`src/rtl/hive_xsr_ctrl_pkg.sv`:
```
// Shared Hive parameters and the external-interrupt register map.
package hive_xsr_ctrl_pkg;

  localparam int THREADS     = 8;
  localparam int ID_W        = 3;
  localparam int ALU_W       = 32;
  localparam int RBUS_ADDR_W = 8;

  localparam logic [RBUS_ADDR_W-1:0] XSR_REG_BASE = 8'h20;
  localparam logic [2:0] XSR_EN_OFS   = 3'd0;
  localparam logic [2:0] XSR_MODE_OFS = 3'd1;
  localparam logic [2:0] XSR_PEND_OFS = 3'd2;
  localparam logic [2:0] XSR_SET_OFS  = 3'd3;
  localparam logic [2:0] XSR_ERR_OFS  = 3'd4;
  localparam int XSR_SYNC_STAGES = 2;

  typedef enum logic [2:0] {
    XSR_EN   = 3'd0,
    XSR_MODE = 3'd1,
    XSR_PEND = 3'd2,
    XSR_SET  = 3'd3,
    XSR_ERR  = 3'd4,
    XSR_NONE = 3'd7
  } xsr_reg_e;

  // Map an rbus address onto one of the five registers, or none.
  function automatic xsr_reg_e xsr_decode(input logic [RBUS_ADDR_W-1:0] addr,
                                          input logic [RBUS_ADDR_W-1:0] base);
    logic [RBUS_ADDR_W-1:0] ofs;
    ofs = addr - base;
    case (ofs)
      RBUS_ADDR_W'(XSR_EN_OFS):   return XSR_EN;
      RBUS_ADDR_W'(XSR_MODE_OFS): return XSR_MODE;
      RBUS_ADDR_W'(XSR_PEND_OFS): return XSR_PEND;
      RBUS_ADDR_W'(XSR_SET_OFS):  return XSR_SET;
      RBUS_ADDR_W'(XSR_ERR_OFS):  return XSR_ERR;
      default:                    return XSR_NONE;
    endcase
  endfunction

endpackage

```
`src/rtl/hive_xsr_ctrl_if.sv`:
```
// rbus register-access bundle; master drives the strobes, slave returns read data.
interface hive_xsr_ctrl_if;
  import hive_xsr_ctrl_pkg::*;

  logic [RBUS_ADDR_W-1:0] rbus_addr_i;
  logic                   rbus_wr_i;
  logic                   rbus_rd_i;
  logic [ALU_W-1:0]       rbus_wr_data_i;
  logic [ALU_W-1:0]       rbus_rd_data_o;

  modport master (output rbus_addr_i, rbus_wr_i, rbus_rd_i, rbus_wr_data_i,
                  input  rbus_rd_data_o);
  modport slave  (input  rbus_addr_i, rbus_wr_i, rbus_rd_i, rbus_wr_data_i,
                  output rbus_rd_data_o);
endinterface

```
`src/rtl/hive_xsr_ctrl_sync_vec.sv`:
```
// Multi-bit flop-chain synchronizer with synchronous reset; each bit is independent.
module hive_sync_vec #(
  parameter int WIDTH = 1,
  parameter int DEPTH = 2
) (
  input  logic             clk_i,
  input  logic             rst_i,
  input  logic [WIDTH-1:0] d_i,
  output logic [WIDTH-1:0] q_o
);

  logic [DEPTH-1:0][WIDTH-1:0] sync_q;

  // Shift the raw input through DEPTH flops; stage 0 is the metastable one.
  always_ff @(posedge clk_i) begin
    if (rst_i) sync_q <= '0;
    else       sync_q <= {sync_q[DEPTH-2:0], d_i};
  end

  assign q_o = sync_q[DEPTH-1];

endmodule

```
`src/rtl/hive_xsr_ctrl.sv`:
```
// External-interrupt front end: sync, edge/level pending, enable gating, rbus regs.
module hive_xsr_ctrl
  import hive_xsr_ctrl_pkg::*;
#(
  parameter int                     SYNC_STAGES = XSR_SYNC_STAGES,
  parameter logic [RBUS_ADDR_W-1:0] REG_BASE    = XSR_REG_BASE
) (
  input  logic               clk_i,
  input  logic               rst_i,
  input  logic [THREADS-1:0] src_i,
  input  logic [ID_W-1:0]    id_i,
  input  logic               irq_i,
  input  logic [THREADS-1:0] irq_er_i,
  output logic [THREADS-1:0] xsr_o,
  hive_xsr_ctrl_if.slave     rbus
);

  logic [THREADS-1:0] s, s_d_q;
  logic [THREADS-1:0] en_q, en_d, mode_q, mode_d, pend_q, pend_d;
  logic [THREADS-1:0] err_q, err_d, xsr_q, xsr_d;
  logic [THREADS-1:0] wd, rise, irq_hit, mode_chg;
  logic [THREADS-1:0] set_w, clr_w, err_w;
  logic               we_en, we_mode;
  logic [ALU_W-1:0]   rd_q, rd_d;
  xsr_reg_e           sel;

  hive_sync_vec #(.WIDTH(THREADS), .DEPTH(SYNC_STAGES)) u_sync (
    .clk_i (clk_i),
    .rst_i (rst_i),
    .d_i   (src_i),
    .q_o   (s)
  );

  assign sel  = xsr_decode(rbus.rbus_addr_i, REG_BASE);
  assign wd   = rbus.rbus_wr_data_i[THREADS-1:0];
  assign rise = s & ~s_d_q;

  generate
    if (THREADS < ALU_W) begin : g_wd_hi
      logic unused_wd_hi;
      assign unused_wd_hi = ^rbus.rbus_wr_data_i[ALU_W-1:THREADS];
    end
    for (genvar t = 0; t < THREADS; t++) begin : g_hit
      assign irq_hit[t] = irq_i && (id_i == ID_W'(t));
    end
  endgenerate

  // Decode rbus writes into per-register bit masks.
  always_comb begin
    we_en   = rbus.rbus_wr_i && (sel == XSR_EN);
    we_mode = rbus.rbus_wr_i && (sel == XSR_MODE);
    clr_w   = (rbus.rbus_wr_i && (sel == XSR_PEND)) ? wd : '0;
    set_w   = (rbus.rbus_wr_i && (sel == XSR_SET))  ? wd : '0;
    err_w   = (rbus.rbus_wr_i && (sel == XSR_ERR))  ? wd : '0;
  end

  // Next state for enable, mode, pending and sticky error bits.
  always_comb begin
    en_d     = we_en   ? wd : en_q;
    mode_d   = we_mode ? wd : mode_q;
    mode_chg = we_mode ? (wd ^ mode_q) : '0;
    pend_d   = pend_q;
    for (int t = 0; t < THREADS; t++) begin
      if (mode_chg[t])                   pend_d[t] = 1'b0;
      else if (!mode_q[t])               pend_d[t] = s[t];
      else if (rise[t] || set_w[t])      pend_d[t] = 1'b1;  // set beats clear
      else if (irq_hit[t] || clr_w[t])   pend_d[t] = 1'b0;
    end
    // A fresh error beats a same-cycle W1C.
    err_d = (err_q & ~err_w) | irq_er_i;
    // Registered from next-state so xsr_o tracks pend & en with no extra cycle.
    xsr_d = pend_d & en_d;
  end

  // Readback mux: pre-write register values, zero when not addressed.
  always_comb begin
    rd_d = '0;
    if (rbus.rbus_rd_i) begin
      case (sel)
        XSR_EN:   rd_d[THREADS-1:0] = en_q;
        XSR_MODE: rd_d[THREADS-1:0] = mode_q;
        XSR_PEND: rd_d[THREADS-1:0] = pend_q;
        XSR_ERR:  rd_d[THREADS-1:0] = err_q;
        default:  rd_d = '0;
      endcase
    end
  end

  // State registers.
  always_ff @(posedge clk_i) begin
    if (rst_i) begin
      s_d_q  <= '0;
      en_q   <= '0;
      mode_q <= '0;
      pend_q <= '0;
      err_q  <= '0;
      xsr_q  <= '0;
      rd_q   <= '0;
    end else begin
      s_d_q  <= s;
      en_q   <= en_d;
      mode_q <= mode_d;
      pend_q <= pend_d;
      err_q  <= err_d;
      xsr_q  <= xsr_d;
      rd_q   <= rd_d;
    end
  end

  assign xsr_o               = xsr_q;
  assign rbus.rbus_rd_data_o = rd_q;

endmodule

```
`src/flat_wrapper.sv`:
```
// flat-port wrapper written by rule: the top's interface ports become plain ports
module hive_xsr_ctrl_flat import hive_xsr_ctrl_pkg::*;
#(
  parameter int                     SYNC_STAGES = XSR_SYNC_STAGES,
  parameter logic [RBUS_ADDR_W-1:0] REG_BASE    = XSR_REG_BASE
)
  (clk_i, rst_i, src_i, id_i, irq_i, irq_er_i, xsr_o, rbus_rbus_addr_i, rbus_rbus_wr_i, rbus_rbus_rd_i, rbus_rbus_wr_data_i, rbus_rbus_rd_data_o);
  hive_xsr_ctrl_if rbus_i ();
  input  logic clk_i;
  input  logic rst_i;
  input  logic [THREADS-1:0] src_i;
  input  logic [ID_W-1:0] id_i;
  input  logic irq_i;
  input  logic [THREADS-1:0] irq_er_i;
  output logic [THREADS-1:0] xsr_o;
  input wire logic [$bits(rbus_i.rbus_addr_i)-1:0] rbus_rbus_addr_i;
  input wire logic [$bits(rbus_i.rbus_wr_i)-1:0] rbus_rbus_wr_i;
  input wire logic [$bits(rbus_i.rbus_rd_i)-1:0] rbus_rbus_rd_i;
  input wire logic [$bits(rbus_i.rbus_wr_data_i)-1:0] rbus_rbus_wr_data_i;
  output wire logic [$bits(rbus_i.rbus_rd_data_o)-1:0] rbus_rbus_rd_data_o;
  assign rbus_i.rbus_addr_i = rbus_rbus_addr_i;
  assign rbus_i.rbus_wr_i = rbus_rbus_wr_i;
  assign rbus_i.rbus_rd_i = rbus_rbus_rd_i;
  assign rbus_i.rbus_wr_data_i = rbus_rbus_wr_data_i;
  assign rbus_rbus_rd_data_o = rbus_i.rbus_rd_data_o;
  hive_xsr_ctrl #(.SYNC_STAGES(SYNC_STAGES), .REG_BASE(REG_BASE)) u_core (.clk_i(clk_i), .rst_i(rst_i), .src_i(src_i), .id_i(id_i), .irq_i(irq_i), .irq_er_i(irq_er_i), .xsr_o(xsr_o), .rbus(rbus_i));
endmodule
```
`config.mk`:
```
export PLATFORM = sky130hd
export DESIGN_NAME = hive_xsr_ctrl_flat
export DESIGN_NICKNAME = d
export VERILOG_FILES = /design/src/rtl/hive_xsr_ctrl_pkg.sv /design/src/rtl/hive_xsr_ctrl_if.sv /design/src/rtl/hive_xsr_ctrl_sync_vec.sv /design/src/rtl/hive_xsr_ctrl.sv /design/src/flat_wrapper.sv
export SDC_FILE = /design/constraint.sdc
export NUM_CORES = 1
export LEC_CHECK = 0
export ABC_CLOCK_PERIOD_IN_PS = 2250
export CORE_MARGIN = 3
export CORE_UTILIZATION = 40
export DETAILED_ROUTE_END_ITERATION = 10
export PLACE_DENSITY = 0.66
export SLEW_MARGIN = 30
export SYNTH_ARGS = -nofsm -noshare
export SYNTH_HDL_FRONTEND = slang
export SYNTH_SLANG_ARGS = --single-unit
```
`constraint.sdc`:
```
create_clock -name clk_i -period 2.25 [get_ports clk_i]
set_input_delay 0.3375 -clock clk_i [delete_from_list [all_inputs] [get_ports clk_i]]
set_output_delay 0.3375 -clock clk_i [all_outputs]
set_load 0.05 [all_outputs]
```
==> metrics.json <==
{
  "run_status": {
    "status": "completed"
  },
  "global_route": {
    "groute.usage.overall": 0.189,
    "grt_first_pass_wirelength_mm": 14.6,
    "grt-ovfl-total": 0,
    "antenna_found_initial": 0,
    "grt_start_max_net_pins": 37,
    "via_count_of_the_first_global_routing_pass": 2830
  },
  "cells_and_area": {
    "nFillCells": 795,
    "utilization": 0.538,
    "layout.nets": 524,
    "layout_common_cells": "sky130_fd_sc_hd__dfxtp_1, sky130_fd_sc_hd__clkdlybuf4s50_1, sky130_fd_sc_hd__nor2b_1",
    "layout.cells.most_common": "sky130_fd_sc_hd__dfxtp_1",
    "drive_gt1_frac": 0.142,
    "antenna_cells": 0,
    "area.sequential_um2": 1440,
    "fin_area_um2": 4510,
    "multi_input_area_um2": 1790,
    "area_delta_synth_final_pct": 28.0
  },
  "drt": {
    "drt-met1-wl_mm": 4.17,
    "route.final.wire_length_mm": 9.21,
    "drt-pass1-iter-count": 4,
    "ant_nets": 0,
    "met3_wirelength_um": 609,
    "drt_drc_violations_left": 0,
    "vias": 2970,
    "drtIter0Drc": 134,
    "via_count_normalized_by_instance_count": 5.22,
    "wire_per_inst_um": 16.2,
    "route.top_layer_used": "met4",
    "met2_length_mm": 4.28
  },
  "floorplan": {
    "initial_core_util": 0.421,
    "floorplan.io_pins": 104,
    "fp-row-count": 33,
    "die_h_um": 99.9,
    "floorplan.die.width_um": 99.9,
    "core_um2": 8380,
    "die_area_um2": 9980
  },
  "critical_path": {
    "critical_path_peak_fanout": 5,
    "type_of_the_worst_setup_path": "in2reg",
    "critical_path.max_stage_delay_ns": 0.47,
    "critical_path.endpoint_type": "flop",
    "timing.critical_path.slowest_stage_cell": "sky130_fd_sc_hd__clkdlybuf4s50_1",
    "worst_ep_required_time_ns": 2.50,
    "critPathBufInv": 3,
    "timing.critical_path.arrival_ns": 2.37,
    "worstSetupStartpointType": "input pin",
    "top_family_by_delay_on_critical_path": "buffers and inverters",
    "worstPathCellList": "clkdlybuf4s50_1 > inv_1 > ha_1 > nand4bb_1 > nor4_4 > buf_4 > a22oi_1 > a211oi_1"
  },
  "run": {
    "maxCapViolations": 0
  },
  "power": {
    "sequentialPowerShare": 0.472,
    "share_comb_of_total_power": 0.143,
    "leakage_uw": 0.00173,
    "switching_power_uw": 739,
    "intPower_uw": 2060,
    "power.ir.vdd_worst_mv": 0.430,
    "total_power_uw": 2800,
    "power.switching_fraction": 0.264,
    "power_density_nw_per_um2": 620,
    "p_clk_frac": 0.385
  },
  "timing": {
    "worst_slew_slack_as_a_fraction_of_its_limit": 0.662,
    "setup_slack_ns": 0.128,
    "layout_worst_path_cycle_share": 0.943,
    "tightestPinTransition_ns": 0.505,
    "finalHoldViolations": 0,
    "finalClockSkew_ns": 0.00458,
    "finalMaxSlewViolations": 0,
    "rsz0062_at_grt": "no",
    "final_period_minus_worst_setup_slack_ns": 2.12,
    "final-setup-viol-count": 0,
    "fmax_mhz": 471,
    "hold_slack_ns": 0.391
  },
  "logic_synthesis": {
    "synth.yosys.seq_area_share": 0.409,
    "syn-cell-area_um2": 3530,
    "synth.distinct_cells": 46,
    "synthesis.instances": 382,
    "synthesis.area_per_instance_um2": 9.23,
    "synthesis.yosys.warnings": 0,
    "flip_flop_and_latch_count_after_synthesis": 72
  },
  "placed_design": {
    "buffer_ports.inserted": 55,
    "dpl.hpwl_mm": 6.65,
    "post_dp_cell_area_um2": 4300,
    "gp_routability_congestion": 0.935,
    "pre_cts_slack_ns": -0.253
  },
  "clock_network": {
    "clock_insertion_delay_worst_skew_ns": 0.35,
    "cts_tree": "done",
    "hold_buffer_count_at_cts": 0,
    "max-clock-path-buffers": 2,
    "postCtsResizedCells": 0,
    "numCtsBuffers": 9,
    "clock-sinks": 72,
    "clockRootBuffer": "sky130_fd_sc_hd__clkbuf_8",
    "path_clk_slew_ns": 0.07,
    "cts_setup_buffers": 0,
    "htree_num_levels": 3
  },
  "worst_hold_path": {
    "hold_path.class": "in2reg"
  }
}
-- metal layers --
layer / track usage / vias up
li1: - / 1482
met1: 0.252 / 1382
met2: 0.297 / 93
met3: 0.0431 / 13
met4: 0.0714 / 0
met5: 0 / -
-- cells in the mapped netlist (all sizes together) --
library cell,count,area (um2)
dfxtp,72,1440
nor2b,42,263
buf,35,241
inv,27,101
nand2,19,71.3
o21ai,19,95.1
a211oi,16,120
nor2,16,60.1
clkbuf,12,45.0
a21oi,10,50.1
a22oi,10,75.1
mux2i,9,90.1
o31a,9,78.8
a311oi,8,120
o2bb2ai,8,70.1
a21boi,7,52.6
and4,7,61.3
nor4,7,65.1
o2111ai,7,61.3
nand4b,6,52.6
a2bb2oi,5,43.8
nand2b,5,31.3
and3b,3,26.3
nand3,3,15.0
nand4,3,18.8
and3,2,12.5
nor3,2,21.3
nor4bb,2,20.0
a32oi,1,8.76
a41oi,1,8.76
conb,1,3.75
ha,1,12.5
maj3,1,10.0
nand4bb,1,11.3
nor4b,1,23.8
o21a,1,7.51
or4b,1,10.0
xnor2,1,8.76
xor2,1,16.3
-- stage by stage --
stage	std cells	setup TNS, ns
6_report	569	0
5_1_grt	569	0
4_1_cts	569	0
3_5_place_dp	553	-6.70
3_3_place_gp	553	-4.70
2_1_floorplan	405	0
-- sequential cells by signal (all words and copies together), names as in the netlist --
| register | cells |
|---|---|
| u_core.u_sync.sync_q | 8 |
| u_core.rbus.rbus_rd_data_o | 8 |
| u_core.err_q | 8 |
| u_core.pend_q | 8 |
| u_core.en_q | 8 |
| u_core.mode_q | 8 |
| u_core.s_d_q | 8 |
| u_core.u_sync.q_o | 8 |
| u_core.xsr_o | 8 |
-- kinds of logic (layout without fill, tap and decap cells) --
logic type      count (synthesis)  count (layout)  synth area share
xor+xnor                        2               2           0.00710
fa+ha+maj                       2               2           0.00639
buf+inv                        74             133             0.110
simple gates                  120             120             0.216
mux                             9               9            0.0256
compound gates                102             102             0.225
flops                          72              72             0.409
other cells                     1              24           0.00106
-- power groups by stage --
stage,combinational [uW],clock [uW],sequential (uW)
after global routing,426,1160,1320
after CTS,398,1110,1320
after detailed placement,396,0,1350
after global placement,391,0,1350
final,400,1080,1320
after floorplan,266,0,1340
-- final cells by class --
type / instances / area share
clock buffer: 12 / 0.0366
timing repair buffer: 90 / 0.185
multi-input combinational: 259 / 0.396
clock inverter: 4 / 0.0114
inverter: 27 / 0.0225
tap: 105 / 0.0291
sequential: 72 / 0.319
-- path summary, 6_finish.rpt --
path | from | endpoint | slack, ns | cells after the start
max reg2reg | u_core.mode_q[3]$_SDFFE_PP0P_ | u_core.xsr_o[3]$_SDFF_PP0_ | 1.00 | 4
min reg2reg | u_core.u_sync.sync_q[4]$_SDFF_PP0_ | u_core.u_sync.q_o[4]$_SDFF_PP0_ | 0.44 | 1
max | rbus_rbus_addr_i[5] | u_core.xsr_o[4]$_SDFF_PP0_ | 0.13 | 8
min | rst_i | u_core.s_d_q[1]$_SDFF_PP0_ | 0.39 | 2
Note: power is estimated with default switching activity, not from simulation.
